[config.mk]
export PLATFORM = sky130hd
export DESIGN_NAME = band_led_sched
export DESIGN_NICKNAME = d
export VERILOG_FILES = /design/src/rtl/band_led_sched.sv
export SDC_FILE = /design/constraint.sdc
export NUM_CORES = 1
export LEC_CHECK = 0
export ABC_AREA = 0
export CAP_MARGIN = 20
export CORE_ASPECT_RATIO = 1.4
export CORE_UTILIZATION = 47
export DETAILED_ROUTE_END_ITERATION = 8
export PLACE_DENSITY = 0.74
export SYNTH_ARGS = -nofsm -noshare
export SYNTH_HDL_FRONTEND = slang
export SYNTH_SLANG_ARGS = --single-unit
[constraint.sdc]
create_clock -name clk -period 1.9 [get_ports clk]
set_clock_uncertainty 0.2 [all_clocks]
set_input_delay 0.285 -clock clk [delete_from_list [all_inputs] [get_ports clk]]
set_output_delay 0.285 -clock clk [all_outputs]
set_load 0.02 [all_outputs]
[src/rtl/band_led_sched.sv]
// band_led_sched: time-multiplexes one shared mag2therm converter across NUM_BANDS band
// magnitudes. All bands are snapshotted on vld, converted one at a time and published to the
// LED bank together, so a partial update is never visible.
// Optional build macro: PEAK_HOLD_EN (per-band peak hold with a scan-count decay).
module band_led_sched #(
   parameter int unsigned NUM_BANDS = 5,
   parameter int unsigned HOLD_UPD  = 8
) (
   input  logic                     clk,
   input  logic                     rst_n,
   input  logic                     vld,
   input  logic [15*NUM_BANDS-1:0]  band_mag,
   input  logic [8:0]               therm_in,
   output logic [14:0]              mag_sel,
   output logic [9*NUM_BANDS-1:0]   led_bands,
   output logic                     done,
   output logic                     busy
);

   localparam int unsigned IdxW = (NUM_BANDS > 1) ? $clog2(NUM_BANDS) : 1;
   localparam logic [IdxW-1:0] LastIdx = IdxW'(NUM_BANDS - 1);

   // The hold counter is a fixed 8 bits wide, which bounds HOLD_UPD.
   if (NUM_BANDS == 0 || NUM_BANDS > 8 || HOLD_UPD > 255) begin : gen_param_err
      $error("band_led_sched: parameter out of range");
   end

   typedef enum logic [1:0] {StIdle, StLoad, StCapt, StDone} state_e;

   state_e                          state_q, state_d;
   logic [IdxW-1:0]                 idx_q, idx_d;
   logic                            pending_q, pending_d;
   logic [NUM_BANDS-1:0][14:0]      snap_q, snap_d;
   logic [14:0]                     mag_sel_q, mag_sel_d;
   logic [NUM_BANDS-1:0][8:0]       shadow_q, shadow_d;
   logic [NUM_BANDS-1:0][8:0]       led_q, led_d;
`ifdef PEAK_HOLD_EN
   logic [NUM_BANDS-1:0][7:0]       cnt_q, cnt_d;
   logic [8:0]                      half_v;
`endif

   // Next-state logic for the scan sequencer and all datapath registers.
   always_comb begin
      state_d   = state_q;
      idx_d     = idx_q;
      pending_d = pending_q;
      snap_d    = snap_q;
      mag_sel_d = mag_sel_q;
      shadow_d  = shadow_q;
      led_d     = led_q;
`ifdef PEAK_HOLD_EN
      cnt_d     = cnt_q;
      half_v    = '0;
`endif
      // A request that arrives mid-scan is remembered (one deep) for a rescan.
      if (vld && (state_q != StIdle)) begin
         pending_d = 1'b1;
      end

      unique case (state_q)
         StIdle: begin
            if (vld || pending_q) begin
               snap_d    = band_mag;
               idx_d     = '0;
               pending_d = 1'b0;
               state_d   = StLoad;
            end
         end
         StLoad: begin
            mag_sel_d = snap_q[idx_q];
            state_d   = StCapt;
         end
         StCapt: begin
            // therm_in is the converter's response to the registered mag_sel.
            shadow_d[idx_q] = therm_in;
            if (idx_q == LastIdx) begin
               state_d = StDone;
            end else begin
               idx_d   = idx_q + IdxW'(1);
               state_d = StLoad;
            end
         end
         StDone: begin
`ifdef PEAK_HOLD_EN
            for (int b = 0; b < NUM_BANDS; b++) begin
               if (shadow_q[b] >= led_q[b]) begin
                  led_d[b] = shadow_q[b];
                  cnt_d[b] = 8'(HOLD_UPD);
               end else if (cnt_q[b] != 8'd0) begin
                  cnt_d[b] = cnt_q[b] - 8'd1;
               end else begin
                  // Hold expired: fall by one LED per scan, but never below the live code.
                  half_v   = led_q[b] >> 1;
                  led_d[b] = (half_v > shadow_q[b]) ? half_v : shadow_q[b];
               end
            end
`else
            led_d = shadow_q;
`endif
            state_d = StIdle;
         end
         default: state_d = StIdle;
      endcase
   end

   // State and datapath registers; reset aborts any scan without publishing.
   always_ff @(posedge clk or negedge rst_n) begin
      if (!rst_n) begin
         state_q   <= StIdle;
         idx_q     <= '0;
         pending_q <= 1'b0;
         snap_q    <= '0;
         mag_sel_q <= '0;
         shadow_q  <= '0;
         led_q     <= '0;
`ifdef PEAK_HOLD_EN
         cnt_q     <= '0;
`endif
      end else begin
         state_q   <= state_d;
         idx_q     <= idx_d;
         pending_q <= pending_d;
         snap_q    <= snap_d;
         mag_sel_q <= mag_sel_d;
         shadow_q  <= shadow_d;
         led_q     <= led_d;
`ifdef PEAK_HOLD_EN
         cnt_q     <= cnt_d;
`endif
      end
   end

   // Outputs decode directly from registered state, so they are glitch-free.
   always_comb begin
      mag_sel   = mag_sel_q;
      led_bands = led_q;
      done      = (state_q == StDone);
      busy      = (state_q != StIdle);
   end

endmodule

-- After elaboration in Yosys (flattened, before gate mapping)
Cells that the tools add are included.
W data, S select, Z words.
- bits in registers: 186
- output and inout port bits: 62
- logic and storage cells: 50
- add/sub/neg operators: 1
- order comparisons: 2
- eq/ne operators: 6
- mux-type cells: 14
- reductions and logical operators: 8
- operators by type and width (kind ; number):
    $bmux W15 S3 ; 1
    $bwmux W45 ; 1
    $demux W9 S3 ; 1
    $mux W15 ; 1
    $mux W9 ; 1
    $pmux W2 S4 ; 1
    $mux W3 ; 2
    $pmux W3 S2 ; 1
    $eq A2 B2 Y1 const B ; 2
    $lt A3 B4 Y1 const B ; 1
    $mux W2 ; 2
    $ne A2 B2 Y1 const B ; 2
    $reduce_bool A2 Y1 ; 2
    $add A3 B1 Y3 const B ; 1
    $eq A3 B3 Y1 const B ; 1
    $ge A3 B1 Y1 const B ; 1
    $mux W1 ; 3
    $reduce_and A3 Y1 ; 1
    $eq A2 B1 Y1 const B ; 1
    $logic_and A1 B1 Y1 ; 2
    $logic_not A2 Y1 ; 1
    $reduce_and A2 Y1 ; 1
    $logic_or A1 B1 Y1 ; 1

-- Longest topological paths before layout
Gate-level depths: netlist of the first run.
- depth after elaboration: 5
- depth in mapped cells: 7

-- Least setup slack after synthesis of the first run
No wires, ideal clock.
- path type: register to register
- start: register idx_q[0]
- end: register idx_q[1]
- library setup time: 0.129 ns
- arrival: 1.506 ns
- path slack: 0.064 ns
- cell stages (with the launch flop): 8
- period minus slack after synthesis: 1.836 ns
- path through: dfrtp_1 > buf_2 > inv_1 > clkbuf_1 > ha_1 > a21oi_1 > a32oi_1 > o22ai_1
- longest elaborated chain between the ends: 3
- elaborated cells between the ends (all ways): 6
- those cells by class: add/sub (1); eq/ne (2); mux (2); reduce/logical (1)
- ends and longest elaborated chain (what ; line ; text):
    start, declared ; 31 ; logic [IdxW-1:0] idx_q, idx_d;
    start signal, assigned ; 121 ; idx_q <= idx_d;
    $add A3 B1 Y3 / $eq A3 B3 Y1 (equally long branches) ; 79, 76 ;
    $mux W3 / $ne A2 B2 Y1 (equally long branches) ; -- ;
    $pmux W3 S2 / $reduce_and A3 Y1 (equally long branches) ; -- ;
Parallel ways exist; a longest one is shown, timed or not. The select of a mux whose other input is x is not followed.
A chain may end at the register's enable or synchronous reset.

-- Worst setup path after layout of the first run
- start: register led_q, in the netlist led_bands[11]
- end: output port led_bands[11]
- RTL lines (what ; line ; text):
    start, declared ; 36 ; logic [NUM_BANDS-1:0][8:0] led_q, led_d;
    start signal, assigned ; 126 ; led_q <= led_d;
    end, declared ; 15 ; output logic [9*NUM_BANDS-1:0] led_bands,
No word-level cell between the ends.

==> results of run 1 <==
Yosys cell counts:
cell type,instances,area share [%]
inv_2,1,0.049
o221ai_1,2,0.23
nor2_4,1,0.15
nor3_4,1,0.21
nand3_2,1,0.13
buf_2,15,0.98
nor2_1,19,0.93
a21oi_1,5,0.33
o21ai_1,1,0.065
a32oi_1,1,0.11
a31oi_1,13,1.1
a22o_1,1,0.11
o21ai_0,13,0.85
buf_6,3,0.44
mux2_2,181,27
a211oi_1,1,0.098
o22ai_1,2,0.16
nand3b_1,12,1.2
nor2b_1,3,0.24
o21a_1,2,0.20
a22oi_1,4,0.39
and3_1,2,0.16
nand2_2,2,0.16
and4b_1,1,0.13
buf_4,8,0.78
inv_1,5,0.24
mux2i_1,12,1.6
nand2_1,24,1.2
ha_1,2,0.33
dfrtp_1,186,61
a31o_2,1,0.11
and3_2,2,0.20
clkbuf_1,5,0.24
cells by family (layout without fill, tap and decap cells):
family,Yosys count,count (layout)
mux,193,193
flops,186,186
simple gates,68,68
compound gates,46,46
buf+inv,37,219
fa+ha+maj,2,2
how the worst min path moves through the flow:
stage                     slack [ns]                        end  cells past startpoint
after floorplan                -0.21       idx_q[0]$_DFFE_PN0P_                      0
after global placement          0.05  led_bands[20]$_DFFE_PN0P_                      1
after detailed placement        0.06  led_bands[35]$_DFFE_PN0P_                      1
after CTS                       0.18  led_bands[35]$_DFFE_PN0P_                      2
after global routing            0.20   shadow_q[38]$_DFFE_PN0P_                      2
final                           0.16  led_bands[20]$_DFFE_PN0P_                      2
power groups by stage:
stage | clock [uW] | sequential [uW] | combinational, uW
floorplan | 0 | 7010 | 3600
global placement | 0 | 6390 | 6840
detailed placement | 0 | 6480 | 7050
CTS | 3770 | 6390 | 6950
global route | 3940 | 6560 | 7310
finish | 3700 | 6360 | 6760
flip-flops by register name, summed over array words and instances (netlist names):
name       count
pending_q      1
snap_q        75
led_bands     45
mag_sel       15
shadow_q      45
idx_q          3
state_q        2
stage by stage:
stage	std cells	total power (uW)	hold WS [ns]	setup slack, ns	instance area [sq um]
detailed placement	878	13500	0.0603	-0.0599	9610
floorplan	532	10600	-0.211	0.0644	7690
finish	913	16800	0.162	0.0561	10300
CTS	913	17100	0.179	0.0000983	10200
global route	913	17800	0.202	0.00265	10300
global placement	878	13200	0.0546	-0.0372	9610
timing repair:
action / CTS / global route
resized for setup: 29 / 40
pin swaps: 0 / 0
hold endpoints to repair: 136 / 0
hold buffers: 1 / 0
endpoints found under the setup margin: 23 / 46
setup buffers: 2 / 0
layer usage:
layer	track usage, %	vias up	wire length (um)
li1	-	2225	-
met1	24.2	2433	6410
met2	35.9	133	8770
met3	7.04	12	1090
met4	6.08	0	208
met5	0	-	0
cell type report:
class	count	area share (%)
clock buffer	21	4.36
clock inverter	11	1.64
inverter	6	0.218
multi-input combinational	309	27.5
sequential	186	45.1
tap	199	2.41
timing repair buffer	181	18.7
==> flow_metrics.py, run 1 <==
metrics = {
    "grt": {
        "grt_usage_pct": 20.8,
        "grt_pass1_wl_um": 26300,
        "grt_max_degree": 46,
        "overflow": 0,
        "antenna_found_initial": 1,
        "grt_pass1_vias": 5127,
    },
    "critical_path": {
        "endpoint": "led_bands[11]",
        "r2r-start": "idx_q[1]$_DFFE_PN0P_",
        "crit_chain": "clkdlybuf4s50_1",
        "ff2ff_setup_slack_ns": 0.09,
        "rr_worst_depth": 4,
        "startpoint_type": "register",
        "critPathBufInv": 1,
        "worstSetupEndpointType": "output port",
        "crit_arrival_ns": 1.36,
        "worstReg2RegEnd": "shadow_q[41]$_DFFE_PN0P_",
        "cp.required_ns": 1.41,
        "crit_path_top_delay_cell": "clkdlybuf4s50_1",
        "crit_family": "buffers and inverters",
        "critPathMaxStageDelay_ns": 0.60,
        "setup.worst_path.start": "led_bands[11]$_DFFE_PN0P_",
        "path_depth": 1,
        "crit_fanout": 2,
        "path_class": "reg -> out",
    },
    "logic_synthesis": {
        "syn_inst": 532,
        "synth_top_family_by_area": "multiplexers",
        "syn_area_sq_um": 7690,
        "yosysSeqAreaShare_pct": 60.5,
        "synthXorXnorAreaFrac_pct": 0,
        "syn-num-nets": 621,
        "yosysWarnings": 0,
        "synth_adder_area_share_pct": 0.325,
        "muxShareOfSynthArea_pct": 28.1,
        "syn_area_per_cell_sq_um": 14.5,
        "synth_compound_area_share_pct": 3.71,
        "ys_types": 33,
        "yosys.area_share.simple_pct": 4.65,
        "synth_seq_cells": 186,
    },
    "timing": {
        "layout_worst_path_cycle_share_pct": 97.0,
        "drv_slew": 0,
        "period_minus_slack_ns": 1.84,
        "max_freq_ghz": 0.542,
        "rsz0062_at_grt": "false",
        "tightest_slew_ns": 0.470,
        "relSlewSlack_pct": 68.6,
        "finalSetupViolations": 0,
        "hold_viol": 0,
        "setup_tns_ns": 0,
    },
    "placement": {
        "gp_congestion": 0.773,
        "hpwl_um": 11900,
        "io_buffers": 148,
    },
    "floorplan": {
        "core-area_sq_um": 16100,
        "die_x_um": 110,
        "dieArea_sq_um": 16900,
        "rows": 55,
        "start_util_pct": 47.8,
        "die_height_um": 153,
        "pin_count": 149,
    },
    "pwr": {
        "vdd_drop_max_uv": 1120,
        "pwr-share-comb_pct": 40.2,
        "switchingPower_uw": 5400,
        "p_leak_uw": 0.00468,
        "p_per_area_nw_per_um2": 1630,
        "p_int_uw": 11400,
        "seqPwrFrac_pct": 37.8,
        "clock_power_share_pct": 22.0,
        "switching_share_pct": 32.1,
    },
    "cells_and_area": {
        "final_nets": 790,
        "final_cell_mix": "dfrtp_1, mux2_2, clkdlybuf4s50_1, dlymetal6s2s_1, nand2_1",
        "multi_input_area_sq_um": 2840,
        "layout_commonest_cell": "dfrtp_1",
        "antenna_cells": 0,
        "post-route-util_pct": 64.1,
        "syn2layout_area_growth_pct": 34.2,
        "nFillCells": 1225,
        "drive_gt1_share_pct": 36.3,
        "seq_area_sq_um": 4660,
    },
    "route": {
        "drt_iter0_markers": 136,
        "drtAntennaViolNets": 0,
        "vias_per_cell": 5.26,
        "firstDrtPassIters": 4,
        "wire_per_inst_um": 18.0,
        "num_vias": 4803,
        "routed_wl_um": 16500,
        "drc": 0,
    },
    "status": {
        "status": "complete, no violations",
    },
    "clock_tree": {
        "path_clk_slew_ns": 0.07,
        "root_buffer": "clkbuf_16",
        "cts.sinks": 186,
        "max-clock-path-buffers": 2,
        "numCtsBuffers": 17,
        "clock_latency_ns": 0.42,
        "cts_tree": "built",
        "h-tree-depth": 4,
    },
    "job": {
        "cap_violations": 0,
    },
    "worst_hold_path": {
        "holdCritPathClass": "in -> async",
    },
}
Note: power is estimated with default switching activity, not from simulation.
==> run 2: changes to the inputs <==
--- a/config.mk
+++ b/config.mk
@@ -8,9 +8,10 @@
 export ABC_AREA = 0
 export CAP_MARGIN = 20
 export CORE_ASPECT_RATIO = 1.4
-export CORE_UTILIZATION = 47
+export CORE_UTILIZATION = 30
 export DETAILED_ROUTE_END_ITERATION = 8
-export PLACE_DENSITY = 0.74
+export PLACE_DENSITY = 0.51
+export SETUP_SLACK_MARGIN = 0.15
 export SYNTH_ARGS = -nofsm -noshare
 export SYNTH_HDL_FRONTEND = slang
 export SYNTH_SLANG_ARGS = --single-unit
==> flow_metrics.py, run 2 (synthesis gave the netlist of run 1 again) <==
metrics = {
    "grt": {
        "grt_pass1_wl_um": 30300,
        "antenna_found_initial": 0,
        "grt_pass1_vias": 5394,
        "overflow": 0,
        "grt_max_degree": 59,
        "grt_usage_pct": 15.5,
    },
    "critical_path": {
        "crit_chain": "buf_6, buf_6, nor2_4, buf_6, o21ai_4, buf_12, clkbuf_16, mux2_4",
        "critPathBufInv": 5,
        "critPathMaxStageDelay_ns": 0.41,
        "crit_family": "buffers and inverters",
        "setup.worst_path.start": "state_q[1]$_DFFE_PN0P_",
        "crit_path_top_delay_cell": "dfrtp_1",
        "path_class": "reg -> reg",
        "worstSetupEndpointType": "register",
        "crit_fanout": 5,
        "startpoint_type": "register",
        "cp.required_ns": 2.01,
        "r2r-start": "state_q[1]$_DFFE_PN0P_",
        "crit_top_cell": "buf_6",
        "crit_arrival_ns": 1.96,
    },
    "timing": {
        "period_minus_slack_ns": 1.85,
        "drv_slew": 0,
        "hold_viol": 0,
        "finalSetupViolations": 0,
        "relSlewSlack_pct": 73.9,
        "rsz0062_at_grt": "true",
        "tightest_slew_ns": 0.392,
        "layout_worst_path_cycle_share_pct": 97.5,
        "max_freq_ghz": 0.540,
    },
    "floorplan": {
        "die_x_um": 137,
        "rows": 69,
        "core-area_sq_um": 25300,
        "dieArea_sq_um": 26300,
        "pin_count": 149,
        "start_util_pct": 30.4,
        "die_height_um": 191,
    },
    "route": {
        "firstDrtPassIters": 4,
        "drt_iter0_markers": 200,
        "wire_per_inst_um": 19.1,
        "drtAntennaViolNets": 0,
        "drc": 0,
        "num_vias": 4942,
        "routed_wl_um": 20200,
        "vias_per_cell": 4.68,
    },
    "clock_tree": {
        "path_clk_slew_ns": 0.07,
        "cts.sinks": 186,
        "max-clock-path-buffers": 2,
        "h-tree-depth": 4,
        "clock_latency_ns": 0.43,
        "numCtsBuffers": 17,
        "cts_tree": "built",
        "root_buffer": "clkbuf_16",
    },
    "cells_and_area": {
        "layout_commonest_cell": "dfrtp_1",
        "finalNonFillerCells": 1056,
        "antenna_cells": 0,
        "final_nets": 813,
        "syn2layout_area_growth_pct": 45.3,
        "regMostFlops": "snap_q",
        "final_cell_mix": "dfrtp_1, mux2_4, clkdlybuf4s50_1, mux2_2, dlygate4sd2_1",
        "largest_reg_flops": 75,
        "drive_gt1_share_pct": 39.8,
    },
    "pwr": {
        "p_total_uw": 18500,
        "p_leak_uw": 0.00506,
        "vdd_drop_max_uv": 810,
        "p_per_area_nw_per_um2": 1650,
    },
    "worst_hold_path": {
        "holdCritPathClass": "in -> async",
    },
    "placement": {
        "io_buffers": 148,
        "hpwl_um": 13200,
        "gp_congestion": 0.735,
        "dp.cells": 993,
    },
    "status": {
        "status": "complete, no violations",
    },
    "job": {
        "cap_violations": 0,
    },
}
-- run 2: repair_timing --
action,4_1_cts,5_1_grt
cloned,3,5
hold endpoints to repair,136,0
hold buffers,1,0
endpoints found under the setup margin,91,125
pin swaps,4,6
gates resized for setup,164,78
buffers inserted,13,9
-- run 2: worst paths after layout --
| check | to | slack, ns | cells past startpoint |
|---|---|---|---|
| max in group asynchronous | snap_q[49]$_DFFE_PN0P_ | 0.69 | 3 |
| max | snap_q[22]$_DFFE_PN0P_ | 0.05 | 8 |
| min in group clk | snap_q[13]$_DFFE_PN0P_ | 0.27 | 2 |
| max reg2reg | snap_q[22]$_DFFE_PN0P_ | 0.05 | 8 |
| min reg2reg | mag_sel[1]$_DFFE_PN0N_ | 0.30 | 1 |
| min | led_bands[8]$_DFFE_PN0P_ | 0.17 | 2 |
-- run 2: power breakdown --
part	internal (uW)	switching, uW
Combinational	4950	3830
Clock	1800	1490
Sequential	5540	891
Total	12300	6200
-- run 2: through the flow --
stage	worst slack [ns]	utilization, %	hold WS, ns	setup TNS, ns	cell area, sq um
2_1_floorplan	0.172	-	-0.211	0	7690
3_3_place_gp	-0.0227	38.4	0.0522	-1.23	9720
3_5_place_dp	-0.0586	38.4	0.0524	-2.93	9720
4_1_cts	0.0681	42.4	0.157	0	10700
5_1_grt	0.00148	44.2	0.181	0	11200
6_report	0.0468	44.2	0.174	0	11200
-- run 2: layer usage --
metal  vias up  track usage (%)  share of wire (%)
li1       2271                -                  -
met1      2535             18.4                 42
met3        11             4.51                5.2
met4         0             4.35               0.91
met2       125             27.0                 52
met5         -                0                  0
-- run 2: final cells by class --
cell class / count / area [sq um]
clock buffer: 21 / 440
inverter: 6 / 30.0
timing repair buffer: 203 / 2160
tap: 319 / 399
sequential: 186 / 4660
fill: 2300 / 14100
multi-input combinational: 310 / 3380
clock inverter: 11 / 100
